$ cat src/rtl/arb_mux_n.sv
// arb_mux_n: NUM_IN-to-1 arbitrated mux with a single registered output stage.
// Define ARB_MUX_N_LAST_LOCK_EN to add in_last/out_last and hold the grant until a packet's last beat.
module arb_mux_n #(
    parameter int WIDTH  = 64,
    parameter int NUM_IN = 4,
    parameter int RR_EN  = 1,
    localparam int SEL_W = $clog2(NUM_IN)
) (
    input  logic                    clk,
    input  logic                    reset,
    input  logic [NUM_IN*WIDTH-1:0] in_data,
    input  logic [NUM_IN-1:0]       in_valid,
    output logic [NUM_IN-1:0]       in_ready,
`ifdef ARB_MUX_N_LAST_LOCK_EN
    input  logic [NUM_IN-1:0]       in_last,
    output logic                    out_last,
`endif
    output logic [WIDTH-1:0]        out_data,
    output logic                    out_valid,
    input  logic                    out_ready,
    output logic [SEL_W-1:0]        out_sel
);
    logic [SEL_W-1:0] ptr, base, lo_gnt, hi_gnt, rr_gnt, gnt;
    logic             hit_lo, hit_hi, gnt_ok, load, accept, ptr_upd;

    assign base = (RR_EN != 0) ? ptr : '0;

    // lo_* is the lowest valid index overall, hi_* the lowest at or above base; hi wins, lo is the wrap.
    always_comb begin
        lo_gnt = '0;
        hi_gnt = '0;
        hit_lo = 1'b0;
        hit_hi = 1'b0;
        for (int j = NUM_IN - 1; j >= 0; j--) begin
            if (in_valid[j]) begin
                lo_gnt = SEL_W'(j);
                hit_lo = 1'b1;
                if (j >= int'(base)) begin
                    hi_gnt = SEL_W'(j);
                    hit_hi = 1'b1;
                end
            end
        end
    end

    assign rr_gnt = hit_hi ? hi_gnt : lo_gnt;

`ifdef ARB_MUX_N_LAST_LOCK_EN
    localparam logic IDLE   = 1'b0;
    localparam logic LOCKED = 1'b1;
    logic             state;
    logic [SEL_W-1:0] lock_ch;
    assign gnt     = (state == LOCKED) ? lock_ch : rr_gnt;
    assign gnt_ok  = (state == LOCKED) ? in_valid[lock_ch] : hit_lo;
    // the pointer only advances once a packet completes
    assign ptr_upd = accept && in_last[gnt];
    always_ff @(posedge clk or posedge reset) begin
        if (reset) begin
            state    <= IDLE;
            lock_ch  <= '0;
            out_last <= 1'b0;
        end else if (accept) begin
            out_last <= in_last[gnt];
            if (state == IDLE && !in_last[gnt]) begin
                state   <= LOCKED;
                lock_ch <= gnt;
            end else if (state == LOCKED && in_last[gnt]) begin
                state <= IDLE;
            end
        end
    end
`else
    assign gnt     = rr_gnt;
    assign gnt_ok  = hit_lo;
    assign ptr_upd = accept;
`endif

    assign load     = !out_valid || out_ready;
    assign accept   = load && gnt_ok && !reset;
    assign in_ready = accept ? NUM_IN'(1) << gnt : '0;

    always_ff @(posedge clk or posedge reset) begin
        if (reset) begin
            out_valid <= 1'b0;
            out_data  <= '0;
            out_sel   <= '0;
            ptr       <= '0;
        end else begin
            if (load)
                out_valid <= accept;
            if (accept) begin
                out_data <= in_data[int'(gnt)*WIDTH +: WIDTH];
                out_sel  <= gnt;
            end
            if (ptr_upd && RR_EN != 0)
                ptr <= (gnt == SEL_W'(NUM_IN - 1)) ? '0 : gnt + 1'b1;
        end
    end
endmodule

$ cat config.mk
export PLATFORM = sky130hd
export DESIGN_NAME = arb_mux_n
export DESIGN_NICKNAME = d
export VERILOG_FILES = /design/src/rtl/arb_mux_n.sv
export SDC_FILE = /design/constraint.sdc
export NUM_CORES = 1
export LEC_CHECK = 0
export ABC_AREA = 1
export CORE_MARGIN = 4
export CORE_UTILIZATION = 32
export DETAILED_ROUTE_END_ITERATION = 8
export PLACE_DENSITY = 0.71
export SYNTH_ARGS = -nofsm -noshare
export SYNTH_HDL_FRONTEND = slang
export SYNTH_SLANG_ARGS = --single-unit
$ cat constraint.sdc
create_clock -name clk -period 10.75 [get_ports clk]
set_input_delay 2.15 -clock clk [delete_from_list [all_inputs] [get_ports clk]]
set_output_delay 2.15 -clock clk [all_outputs]
set_load 0.02 [all_outputs]
== Word level (Yosys, flattened, before mapping) ==
Index checks and enable logic that the tools add are counted.
Storage, ports and cells
  register bits: 69
  latch bits: 0
  memory bits (writable): 0
  memory bits (read-only): 0
  bits of input ports: 263
  output and inout port bits: 71
  memories: 0
Cells by class
  $add $sub $neg: 1
  $mul: 0
  divide/modulo/power cells: 0
  $lt $le $gt $ge: 3
  equality and inequality tests: 1
  shift-type cells: 2
  mux-type cells: 23
  bitwise logic cells: 0
  reduce and logical (&&, ||, !) cells: 5
Operators by type and width (number)
  indexed part select 256 x 9 -> 64 bit: 1
  two-way mux 2 bit: 12
  two-way mux 1 bit: 10
  greater-or-equal comparator 1 x 2 -> 1 bit, first input constant: 2
  two-way mux 4 bit: 1
  left shift 1 x 2 -> 4 bit, first input constant: 1
  adder 2 x 1 -> 2 bit, second input constant: 1
  == test 2 bit, second input constant: 1
  greater-or-equal comparator 2 bit, first input constant: 1
  logical AND 1 bit: 2
  zero test 1 bit: 2
  logical OR 1 bit: 1

== Depth between registers and ports, before layout ==
  word-level depth: 10
  mapped depth: 13
  depth with buffers taken out: 11

== Least setup slack after synthesis ==
No wires, ideal clock.
  path kind: input to output
  from: input reset
  to: output in_ready[0]
  data arrival time: 4.877 ns
  required time: 8.600 ns
  path slack: 3.723 ns
  stages on the path: 5
  path through: inv_1 -> nand3_1 -> buf_2 -> buf_1 -> nor2_1
Between the ends
  word-level cells in the longest chain between the ends: 3
Ends and longest elaborated chain
  start: declaration: RTL line 10  | input logic reset,
  zero test 1 bit (no line)
  logical AND 1 bit: RTL line 79  | assign accept = load && gnt_ok && !reset;
  two-way mux 4 bit: RTL line 80  | assign in_ready = accept ? NUM_IN'(1) << gnt : '0;
  end: declaration: RTL line 13  | output logic [NUM_IN-1:0] in_ready,
No other way between the ends.

== Worst setup path in the final report ==
  from: input in_valid[2]
  to: output in_ready[1]
Between the ends
  word-level cells in the longest chain between the ends: 8
  elaborated cells on any way between the ends: 21
Ends and longest elaborated chain
  start: declaration: RTL line 12  | input logic [NUM_IN-1:0] in_valid,
  two-way mux 2 bit or two-way mux 1 bit (tied branches): RTL line 35  | if (in_valid[j]) begin
  two-way mux 2 bit or two-way mux 1 bit (tied branches): RTL line 38  | if (j >= int'(base)) begin
  two-way mux 2 bit or two-way mux 1 bit (tied branches): RTL line 35
  two-way mux 2 bit or two-way mux 1 bit (tied branches): RTL line 38
  two-way mux 2 bit or two-way mux 1 bit (tied branches): RTL line 35
  two-way mux 2 bit *: RTL line 46  | assign rr_gnt = hit_hi ? hi_gnt : lo_gnt;
  named net gnt[0]: RTL line 23  | logic [SEL_W-1:0] ptr, base, lo_gnt, hi_gnt, rr_gnt, gnt;
  left shift 1 x 2 -> 4 bit *: RTL line 80
  two-way mux 4 bit *: RTL line 80
Mark *: on every way through the listed nets, which the timed path passes. The rest lies on a longest branch.

==> flow_metrics.py <==
metrics = {
    "outcome": {
        "outcome": "complete, no violations",
    },
    "sta": {
        "relSlewSlack": 0.2098,
        "period_needed_ns": 7.359,
        "min_period_over_period": 0.6845,
        "hold_viol_final": 0,
        "worst_pin_slew_ns": 1.182,
        "fin_ws_ns": 3.391,
        "fin_skew_ns": 0.003398,
        "tns_ns": 0,
        "rsz0062_at_grt": "no",
        "slew_violations": 0,
        "max_freq_ghz": 0.1359,
        "setup_viol": 0,
    },
    "synth": {
        "synth_top_area_cell": "dfrtp_1",
        "synth_async_sr_flop_share": 1.000,
        "yosysMostFrequentCell": "nand2_1",
        "synth_area_leaders": "dfrtp_1, nand2_1, nand3_1",
        "synth_mux_area_frac": 0,
        "ys_seq_elements": 69,
        "synth-xor-area-share": 0,
        "synth_top_cells_by_count": "nand2_1, inv_1, nand3_1",
        "ys_types": 23,
        "synth_compound_area_frac": 0.07111,
        "yosysWarnings": 0,
        "synth_nets": 1124,
        "synth_cells": 857,
        "syn_area_mm2": 0.005349,
        "synth_top_area_frac": 0.3228,
        "synth_flop_cell": "dfrtp_1",
        "synthSimpleGateAreaFrac": 0.4098,
        "synthAdderAreaFrac": 0.009357,
        "synth_top_family_by_area": "simple AND/OR/NAND/NOR gates",
        "syn_area_per_cell_um2": 6.241,
        "synth_enable_flop_cells": 0,
        "synth-seq-area-share": 0.3228,
    },
    "floorplanning": {
        "ioPinCount": 334,
        "rows": 47,
        "core-area_mm2": 0.01647,
        "die_w_um": 137.3,
        "die_area_mm2": 0.01885,
        "fp.dieH_um": 137.3,
        "initial_core_util": 0.3248,
    },
    "global_routing": {
        "antenna_found_initial": 0,
        "grt_max_degree": 101,
        "grt_pass1_wl_mm": 30.57,
        "grt_pass1_vias": 5830,
        "grt_usage": 0.2081,
        "overflow": 0,
    },
    "placement": {
        "portBuffers": 333,
        "dp_hpwl_mm": 15.63,
        "postPlaceCellArea_mm2": 0.008727,
        "place_congestion": 0.8945,
        "pre_cts_ws_ns": 3.389,
    },
    "finish": {
        "antenna_cells": 0,
        "multi_input_area_mm2": 0.002648,
        "drive_gt1_frac": 0.03284,
        "fin_area_mm2": 0.009006,
        "area.growth.synth_to_final_pct": 68.37,
        "fin_nets": 1420,
        "final_core_util": 0.5470,
        "fillCellCount": 1649,
        "ff_latch_area_mm2": 0.001727,
    },
    "setup_path": {
        "worstPathArrival_ns": 5.21,
        "worstPathRequired_ns": 8.60,
        "crit_path_max_incr_delay_ns": 0.82,
        "cp_slowest_cell": "a21boi_4",
        "worstPathCellList": "clkdlybuf4s50_1 > nand2_1 > inv_2 > a21boi_4 > nand2_4 > inv_1 > ha_1 > inv_1 > nor2_1 > clkdlybuf4s50_1",
        "crit_fanout": 48,
        "cp-end-kind": "output pin",
        "cp-start-kind": "input port",
        "path_class": "in -> out",
    },
    "clock_network": {
        "cts_tree": "yes",
        "htree_num_levels": 3,
        "holdBufCountCts": 0,
        "cts_root_buf": "clkbuf_16",
        "clkTransAtPathRegs_ns": 0.05,
        "clk_path_buf_depth": 2,
        "cts_setup_buffers": 0,
        "clk_latency_ns": 0.33,
        "cts_buffers": 9,
        "numClockSinks": 69,
        "cts-resized-gates": 0,
    },
    "job": {
        "drv_cap": 0,
    },
    "route": {
        "wirelength_mm": 20.59,
        "drtIter0Drc": 208,
        "drt_first_pass_iters": 4,
        "drt_drc_violations_left": 0,
        "wl_per_cell_um": 14.95,
        "drt-vias-per-instance": 4.474,
        "vias": 6161,
        "ant_nets": 0,
    },
    "hold_path": {
        "min_path_type": "reg -> reg",
    },
    "pwr": {
        "power.total_mw": 1.806,
        "p_leak_nw": 4.531,
        "max-vdd-ir-drop_mv": 0.1300,
        "power.density_mw_per_mm2": 200.6,
    },
}
## through the flow
step / std cells / hold slack (ns)
4_1_cts: 1377 / 0.4797
3_5_place_dp: 1362 / 0.4642
3_3_place_gp: 1362 / 0.4614
5_1_grt: 1377 / 0.5038
6_report: 1377 / 0.4747
2_1_floorplan: 857 / 0.5302
## registers in the layout (all words and copies together) (netlist names)
name       flops
out_sel        2
out_data      64
out_valid      1
base           2
## worst max-delay path: cells and delay by family
| family | cells | cell delay, ns |
|---|---|---|
| buffers and inverters | 5 | 1.36 |
| and+or+nand+nor | 3 | 0.68 |
| adders and majority gates | 1 | 0.16 |
| AOI/OAI and AO/OA | 1 | 0.82 |
## area by class of cell
class	instances	area share
timing repair buffer	339	0.3751
multi-input combinational	548	0.2940
sequential	69	0.1917
inverter	186	0.07766
tap	220	0.03056
clock buffer	14	0.03043
clock inverter	1	0.0005557
## per-layer routing
| layer | GRT usage | vias up | wire length, µm |
|---|---|---|---|
| met5 | 0 | - | 0 |
| met3 | 0.07999 | 17 | 2488 |
| met4 | 0.06042 | 0 | 295 |
| met2 | 0.3698 | 242 | 9925 |
| li1 | - | 3218 | - |
| met1 | 0.2305 | 2684 | 7879 |
## cell families (layout without fill, tap and decap cells)
kind of cell               count (synthesis)  after routing
adders and majority gates                  4              4
DFF                                       69             69
buffers and inverters                    240            540
AOI/OAI and AO/OA                         51             51
and+or+nand+nor                          493            493
## power breakdown
part	total [mW]	switching (mW)	internal (mW)
registers	0.456	0.0721	0.384
logic	1.07	0.601	0.470
clock network	0.279	0.106	0.174
## cells in the final DEF, fill, tap and decap left out
cell	n
inv_1	183
clkdlybuf4s50_1	333
a21boi_4	1
or2_1	35
nand2_1	264
nand3_4	1
a21oi_2	1
o21ai_0	6
clkbuf_1	2
or2_2	8
clkbuf_16	9
clkbuf_8	3
nor2_1	8
inv_2	2
o211ai_1	43
buf_4	6
clkinv_2	2
nand3_1	171
dfrtp_1	69
nand2_2	2
nand3b_1	1
ha_1	4
nor2_4	2
nand2_4	1
## worst paths after layout
kind,endpoint,depth (start not counted),from,slack (ns)
max,in_ready[1],10,in_valid[2],3.39
min,out_data[15],2,out_data[15],0.47
max reg2reg,out_data[45],8,base[1],7.58
min reg2reg,out_data[15],2,out_data[15],0.47
max in group asynchronous,out_data[6],3,reset,7.59
min in group asynchronous,out_data[0],2,reset,2.20
Note: power is estimated with default switching activity, not from simulation.
